==> src/rtl/bin2bcd_seq.sv <==
// Sequential double-dabble binary-to-BCD converter with valid/ready handshake.
// Also produces a leading-zero blanking mask and a saturation flag for the display.
module bin2bcd_seq #(
    parameter int IN_W   = 10,
    parameter int DIGITS = 4
) (
    input  logic                  clk,
    input  logic                  rst_n,
    input  logic                  i_valid,
    output logic                  o_ready,
    input  logic [IN_W-1:0]       i_bin,
    output logic                  o_valid,
    output logic [4*DIGITS-1:0]   o_bcd,
    output logic [DIGITS-1:0]     o_blank,
    output logic                  o_ovf
);

    localparam int AW = 4 * DIGITS;
    localparam int CW = $clog2(IN_W + 1);
    localparam logic [AW-1:0]     NINES     = {DIGITS{4'h9}};
    localparam logic [DIGITS-1:0] BLANK_RST = ~DIGITS'(1);

    typedef enum logic [1:0] {
        IDLE,
        SHIFT,
        DONE
    } state_t;

    state_t             state, state_n;
    logic [AW-1:0]      acc, acc_n, acc_adj, res;
    logic [IN_W-1:0]    bin, bin_n;
    logic [CW-1:0]      cnt, cnt_n;
    logic               ovf, ovf_n;
    logic               accept, ld_out;
    logic [DIGITS-1:0]  blank_n;
    logic [AW+IN_W-1:0] shifted;

    assign o_ready = (state != SHIFT);
    assign accept  = i_valid && o_ready;

    always_comb begin
        acc_adj = acc;
        for (int d = 0; d < DIGITS; d++) begin
            if (acc[4*d +: 4] >= 4'd5)
                acc_adj[4*d +: 4] = acc[4*d +: 4] + 4'd3;
        end
    end

    // The top digit's MSB falls off the end; it marks a value >= 10^DIGITS
    assign shifted = {acc_adj[AW-2:0], bin, 1'b0};

    assign res = ovf ? NINES : acc;

    always_comb begin
        logic z;
        z       = 1'b1;
        blank_n = '0;
        for (int k = DIGITS - 1; k >= 1; k--) begin
            z          = z && (res[4*k +: 4] == 4'd0);
            blank_n[k] = z;
        end
    end

    always_comb begin
        state_n = state;
        acc_n   = acc;
        bin_n   = bin;
        cnt_n   = cnt;
        ovf_n   = ovf;
        ld_out  = 1'b0;
        unique case (state)
            IDLE, DONE: begin
                ld_out  = (state == DONE);
                state_n = IDLE;
                if (accept) begin
                    acc_n   = '0;
                    bin_n   = i_bin;
                    cnt_n   = CW'(IN_W);
                    ovf_n   = 1'b0;
                    state_n = SHIFT;
                end
            end
            SHIFT: begin
                acc_n = shifted[AW+IN_W-1:IN_W];
                bin_n = shifted[IN_W-1:0];
                ovf_n = ovf | acc_adj[AW-1];
                cnt_n = cnt - CW'(1);
                if (cnt == CW'(1))
                    state_n = DONE;
            end
            default: state_n = IDLE;
        endcase
    end

    always_ff @(posedge clk or negedge rst_n) begin
        if (!rst_n) begin
            state <= IDLE;
            acc   <= '0;
            bin   <= '0;
            cnt   <= '0;
            ovf   <= 1'b0;
        end else begin
            state <= state_n;
            acc   <= acc_n;
            bin   <= bin_n;
            cnt   <= cnt_n;
            ovf   <= ovf_n;
        end
    end

    // Display-facing outputs only move on the result pulse
    always_ff @(posedge clk or negedge rst_n) begin
        if (!rst_n) begin
            o_valid <= 1'b0;
            o_bcd   <= '0;
            o_blank <= BLANK_RST;
            o_ovf   <= 1'b0;
        end else begin
            o_valid <= ld_out;
            if (ld_out) begin
                o_bcd   <= res;
                o_blank <= blank_n;
                o_ovf   <= ovf;
            end
        end
    end

endmodule
==> config.mk <==
export PLATFORM = sky130hd
export DESIGN_NAME = bin2bcd_seq
export DESIGN_NICKNAME = d
export VERILOG_FILES = /design/src/rtl/bin2bcd_seq.sv
export SDC_FILE = /design/constraint.sdc
export NUM_CORES = 1
export LEC_CHECK = 0
export CAP_MARGIN = 30
export CORE_MARGIN = 4
export CORE_UTILIZATION = 52
export CTS_BUF_LIST = sky130_fd_sc_hd__clkbuf_4 sky130_fd_sc_hd__clkbuf_8
export DETAILED_ROUTE_END_ITERATION = 6
export PLACE_DENSITY_LB_ADDON = 0.3
export SYNTH_ARGS = -nofsm -noshare
export SYNTH_HDL_FRONTEND = slang
export SYNTH_SLANG_ARGS = --single-unit
==> constraint.sdc <==
create_clock -name clk -period 2.2 [get_ports clk]
set_input_delay 0.33 -clock clk [delete_from_list [all_inputs] [get_ports clk]]
set_output_delay 0.33 -clock clk [all_outputs]
set_load 0.01 [all_outputs]
==> reports/results.tsv, run 1 <==
metric	value	unit
first_global_vias	1908	
syn_nets	302	
crit_start	state[0]	
drc	0	
busiest_layer	met2	
synthFlopType	dfrtp_1	
yosysMostFrequentCell	dfrtp_1	
numCtsBuffers	5	
io_pins	36	
start_util	55.1	%
drt_iter0_markers	129	
slowest_delay	0.53	ns
synth_top_area_share	47.8	%
clk_pin_slew	0.09	ns
rsz0062_at_grt	no	
place_ws	0.540	ns
dr_total_vias	2034	
pwr_density_cell	1430	mW/mm^2
cp_num_buf_inv	2	
tritoncts	done	
yosys-top-cells-area	dfrtp_1 (48%), nand2_1 (6.6%), ha_1 (4.7%)	
htreeDepth	2	
timing.final.crit_share	84.4	%
synth_cell_types	39	
max_freq	0.538	GHz
critical-path-top-delay-family	buffers and inverters	
vias_per_cell	5.41	
cp-start-kind	flop	
core_area	0.00485	sq mm
track_usage	16.7	%
syn_inst	279	
gr-usage-met2	28.3	%
gr-usage-met1	22.5	%
clock_skew	0.00667	ns
ys_ff_latch	54	
cts_hold_repair.buffers	0	
worstPathCellList	and2b_1, inv_2, clkdlybuf4s50_1	
synth_warnings	0	
crit_slowest_cell	clkdlybuf4s50_1	
regToRegEndpoint	o_blank[1]	
synth.avg_cell_area	9.57	sq um
yosys-top-cells-count	dfrtp_1 (51), nand2_1 (47), nor2_1 (23)	
yosysTopAreaCell	dfrtp_1	
cts_setup_buffers	0	
first_pass_iters	6	
cp.required	1.87	ns
relSlewSlack	51.5	%
clk_path_buf_depth	2	
critPathArrivalTime	1.53	ns
antenna_found_initial	0	
grt_max_degree	47	
final_hold_viol_count	0	
routedWlPerCell	13.4	um
clock-root-buffer	clkbuf_8	
gp_congestion	0.820	
leakage	1.39	nW
ff2ff_setup_slack	0.62	ns
die_area	0.00635	sq mm
synth_edf_count	0	
final_nets	331	
portBuffers	34	
synth_area	0.00267	sq mm
grt_pass1_wl	8610	um
worstMarginPinSlew	0.728	ns
cts_repair_resize_count	0	
areaGrowthSynthToFinish	18.1	%
ant_nets	0	
r2r_start	state[0]	
r2r_cells	4	
setup_viol_count_final	0	
synth_seq_area_share	50.7	%
fp.dieH	79.7	um
async_flop_share	100	%
setup_ws	0.342	ns
fin_tns_setup	0	ns
worstSetupPathType	reg -> out	
clk_latency	0.30	ns
wl	5030	um
layout-drive-gt1-share	7.77	%
outcome	completed	
hold_class	in -> async	
n_antenna_cell	0	
rows	25	
dieWidth	79.7	um
grt_util_met3	3.05	%
nFillCells	415	
drv_cap	0	
finalCriticalPeriod	1.86	ns
cp-end-kind	primary output	
slew_violations	0	
gr-total-overflow	0	
place_hpwl	3570	um
cp_max_fo	5	
cts_sinks	54	
max-vdd-ir-drop	0.000846	V
## how the worst max path moves through the flow
stage	to	cells after the start
after floorplan	acc[10]	5
after global placement	bin[6]	5
after detailed placement	bin[4]	5
after CTS	o_ready	3
after global routing	o_ready	3
final	o_ready	3
## sequential cells by signal, summed over array words and instances (netlist names)
signal / count
cnt: 4
o_blank: 3
acc: 16
o_ovf: 1
o_bcd: 16
state: 2
o_valid: 1
ovf: 1
bin: 10
## report_power, final
| group | switching (mW) | internal, mW |
|---|---|---|
| logic | 1.14 | 0.926 |
| registers | 0.364 | 1.40 |
| clock network | 0.304 | 0.366 |
## cells in the final DEF, fill, tap and decap left out, drive strengths merged, types with 8 or more instances in the layout
cell,n
clkdlybuf4s50,33
o2111ai,8
dfrtp,51
nor2,23
nand2,47
a31oi,9
ha,10
nand3,13
inv,20
o21ai,17
o31ai,13
## kinds of logic (layout without fill, tap and decap cells)
group	after synthesis	after routing	share of synthesized area, %
adders and majority gates	10	10	4.68
and+or+nand+nor	100	100	16.3
other	1	1	0.140
muxes	5	5	1.92
AOI/OAI and AO/OA	66	66	17.8
buffers and inverters	38	68	6.79
DFF	54	54	50.7
xor gates and xnor gates	5	5	1.64
## through the flow
stage / total power, mW / std cells / utilization [%] / instance area [sq um] / hold WS [ns]
floorplan: 3.24 / 279 / - / 2670 / 0.0344
global placement: 3.77 / 368 / 62.7 / 3040 / 0.375
detailed placement: 3.85 / 368 / 62.7 / 3040 / 0.365
CTS: 4.52 / 376 / 65.1 / 3160 / 0.0440
global route: 4.85 / 376 / 65.1 / 3160 / 0.0541
finish: 4.50 / 376 / 65.1 / 3160 / 0.0227
## metal layers
layer / up-vias / wire, um
met5: - / 0
met4: 0 / 33
met3: 4 / 239
met2: 45 / 2270
met1: 963 / 2490
li1: 1022 / -
## cell type report
cell class / instances / area [sq um] / area share [%]
timing repair buffer: 40 / 393 / 12.5
multi-input combinational: 187 / 1130 / 36.0
sequential: 54 / 1360 / 42.9
clock inverter: 1 / 30.0 / 0.952
clock buffer: 7 / 83.8 / 2.66
tap: 67 / 83.8 / 2.66
inverter: 20 / 75.1 / 2.38
(Power assumes the default switching activity.)
==> inputs of run 2 (changes only) <==
Clock period 2.2 ns to 1.8 ns, I/O delays scaled along.
==> reports/results.tsv, run 2 (same netlist as run 1, synthesis figures left out) <==
metric	value	unit
clk_path_buf_depth	2	
fp.dieH	79.7	um
cts_sinks	54	
io_pins	36	
timing.hold.ws	0.435	ns
outcome	completed	
track_usage	17.6	%
tritoncts	done	
cp_num_buf_inv	1	
worstPathCellList	clkdlybuf4s50_1	
dr.max_layer_used	met4	
nFillCells	404	
start_util	55.1	%
drc	0	
grt_pass1_wl	8930	um
antenna_found_initial	0	
total_power	5.56	mW
final_common_cell	dfrtp_1	
cp.required	1.53	ns
slowest_delay	0.54	ns
die_area	0.00635	sq mm
worstSetupPathType	reg -> out	
slew_violations	0	
finalCriticalPeriod	1.65	ns
max_freq	0.606	GHz
first_global_vias	2020	
cts_setup_buffers	0	
final-seq-area	0.00136	sq mm
pwr_density_cell	1730	mW/mm^2
wl_met3	222	um
numCtsBuffers	5	
cp_max_fo	2	
drv_cap	0	
multi_input_area	0.00113	sq mm
rows	25	
drt_iter0_markers	106	
final_cell_mix	dfrtp_1 (51), nand2_1 (47), clkdlybuf4s50_1 (32)	
setup_viol_count_final	0	
grt_max_degree	47	
clk_pin_slew	0.09	ns
routedWlPerCell	12.8	um
portBuffers	34	
critPathArrivalTime	1.38	ns
dieWidth	79.7	um
htreeDepth	2	
final_hold_viol_count	0	
wl_met1	2470	um
cp-end-kind	primary output	
first_pass_iters	4	
ant_nets	0	
core_area	0.00485	sq mm
hold_class	in -> async	
timing.final.crit_share	91.6	%
dr_total_vias	2029	
fin_cells	383	
rsz0062_at_grt	no	
wl_met2	2170	um
leakage	1.43	nW
clock_skew	0.00556	ns
top_regs	acc: 16 flops, o_bcd: 16 flops, bin: 10 flops	
place_hpwl	3660	um
cp-start-kind	flop	
r2r_cells	5	
crit_slowest_cell	dfstp_2	
areaGrowthSynthToFinish	20.6	%
regToRegEndpoint	acc[14]	
gr-total-overflow	0	
max-vdd-ir-drop	0.00106	V
gp_congestion	0.781	
dp_cells	374	
fin_tns_setup	0	ns
vias_per_cell	5.30	
n_antenna_cell	0	
final_nets	338	
critical-path-top-delay-family	flip-flops	
clock-root-buffer	clkbuf_8	
ff2ff_setup_slack	0.31	ns
clk_latency	0.30	ns
r2r_start	acc[12]	
wl	4920	um
layout-drive-gt1-share	9.49	%
fin_util	66.5	%
run 2: routing by layer:
metal,vias up,GRT usage [%]
li1,1039,-
met1,939,23.4
met2,44,29.8
met3,7,2.71
met4,0,4.98
met5,-,0
run 2: area by class of cell:
| cell class | count | share of cell area [%] |
|---|---|---|
| flip-flops and latches | 54 | 42.1 |
| multi-input cells | 187 | 35.2 |
| repair buffers | 47 | 14.3 |
| clock buffers | 7 | 2.60 |
| well taps | 67 | 2.60 |
| inverters | 20 | 2.33 |
| clock inverters | 1 | 0.932 |
run 2: stage by stage:
| stage | setup slack, ns | cell area [sq um] |
|---|---|---|
| floorplan | 0.474 | 2670 |
| global placement | 0.333 | 3100 |
| detailed placement | 0.273 | 3100 |
| CTS | 0.127 | 3220 |
| global route | 0.101 | 3220 |
| finish | 0.150 | 3220 |
run 2: repair_timing:
item | in CTS | in global routing
setup endpoints to repair | 1 | 0
hold buffers | 1 | 0
endpoints found under the hold margin | 17 | 0
resized for setup | 1 | 0
run 2: worst max path at each step:
stage	startpoint	end	slack, ns	depth (start not counted)
floorplan	acc[8]	acc[10]	0.47	5
finish	o_blank[3]	o_blank[3]	0.15	1
CTS	o_blank[3]	o_blank[3]	0.13	1
global placement	state[0]	o_ready	0.33	3
detailed placement	i_valid	bin[8]	0.27	5
global route	o_blank[3]	o_blank[3]	0.10	1
run 2: report_power, final:
group / total [mW] / internal [mW] / switching, mW
logic: 2.68 / 1.23 / 1.46
registers: 2.07 / 1.71 / 0.358
clock network: 0.804 / 0.446 / 0.357
total: 5.56 / 3.39 / 2.17
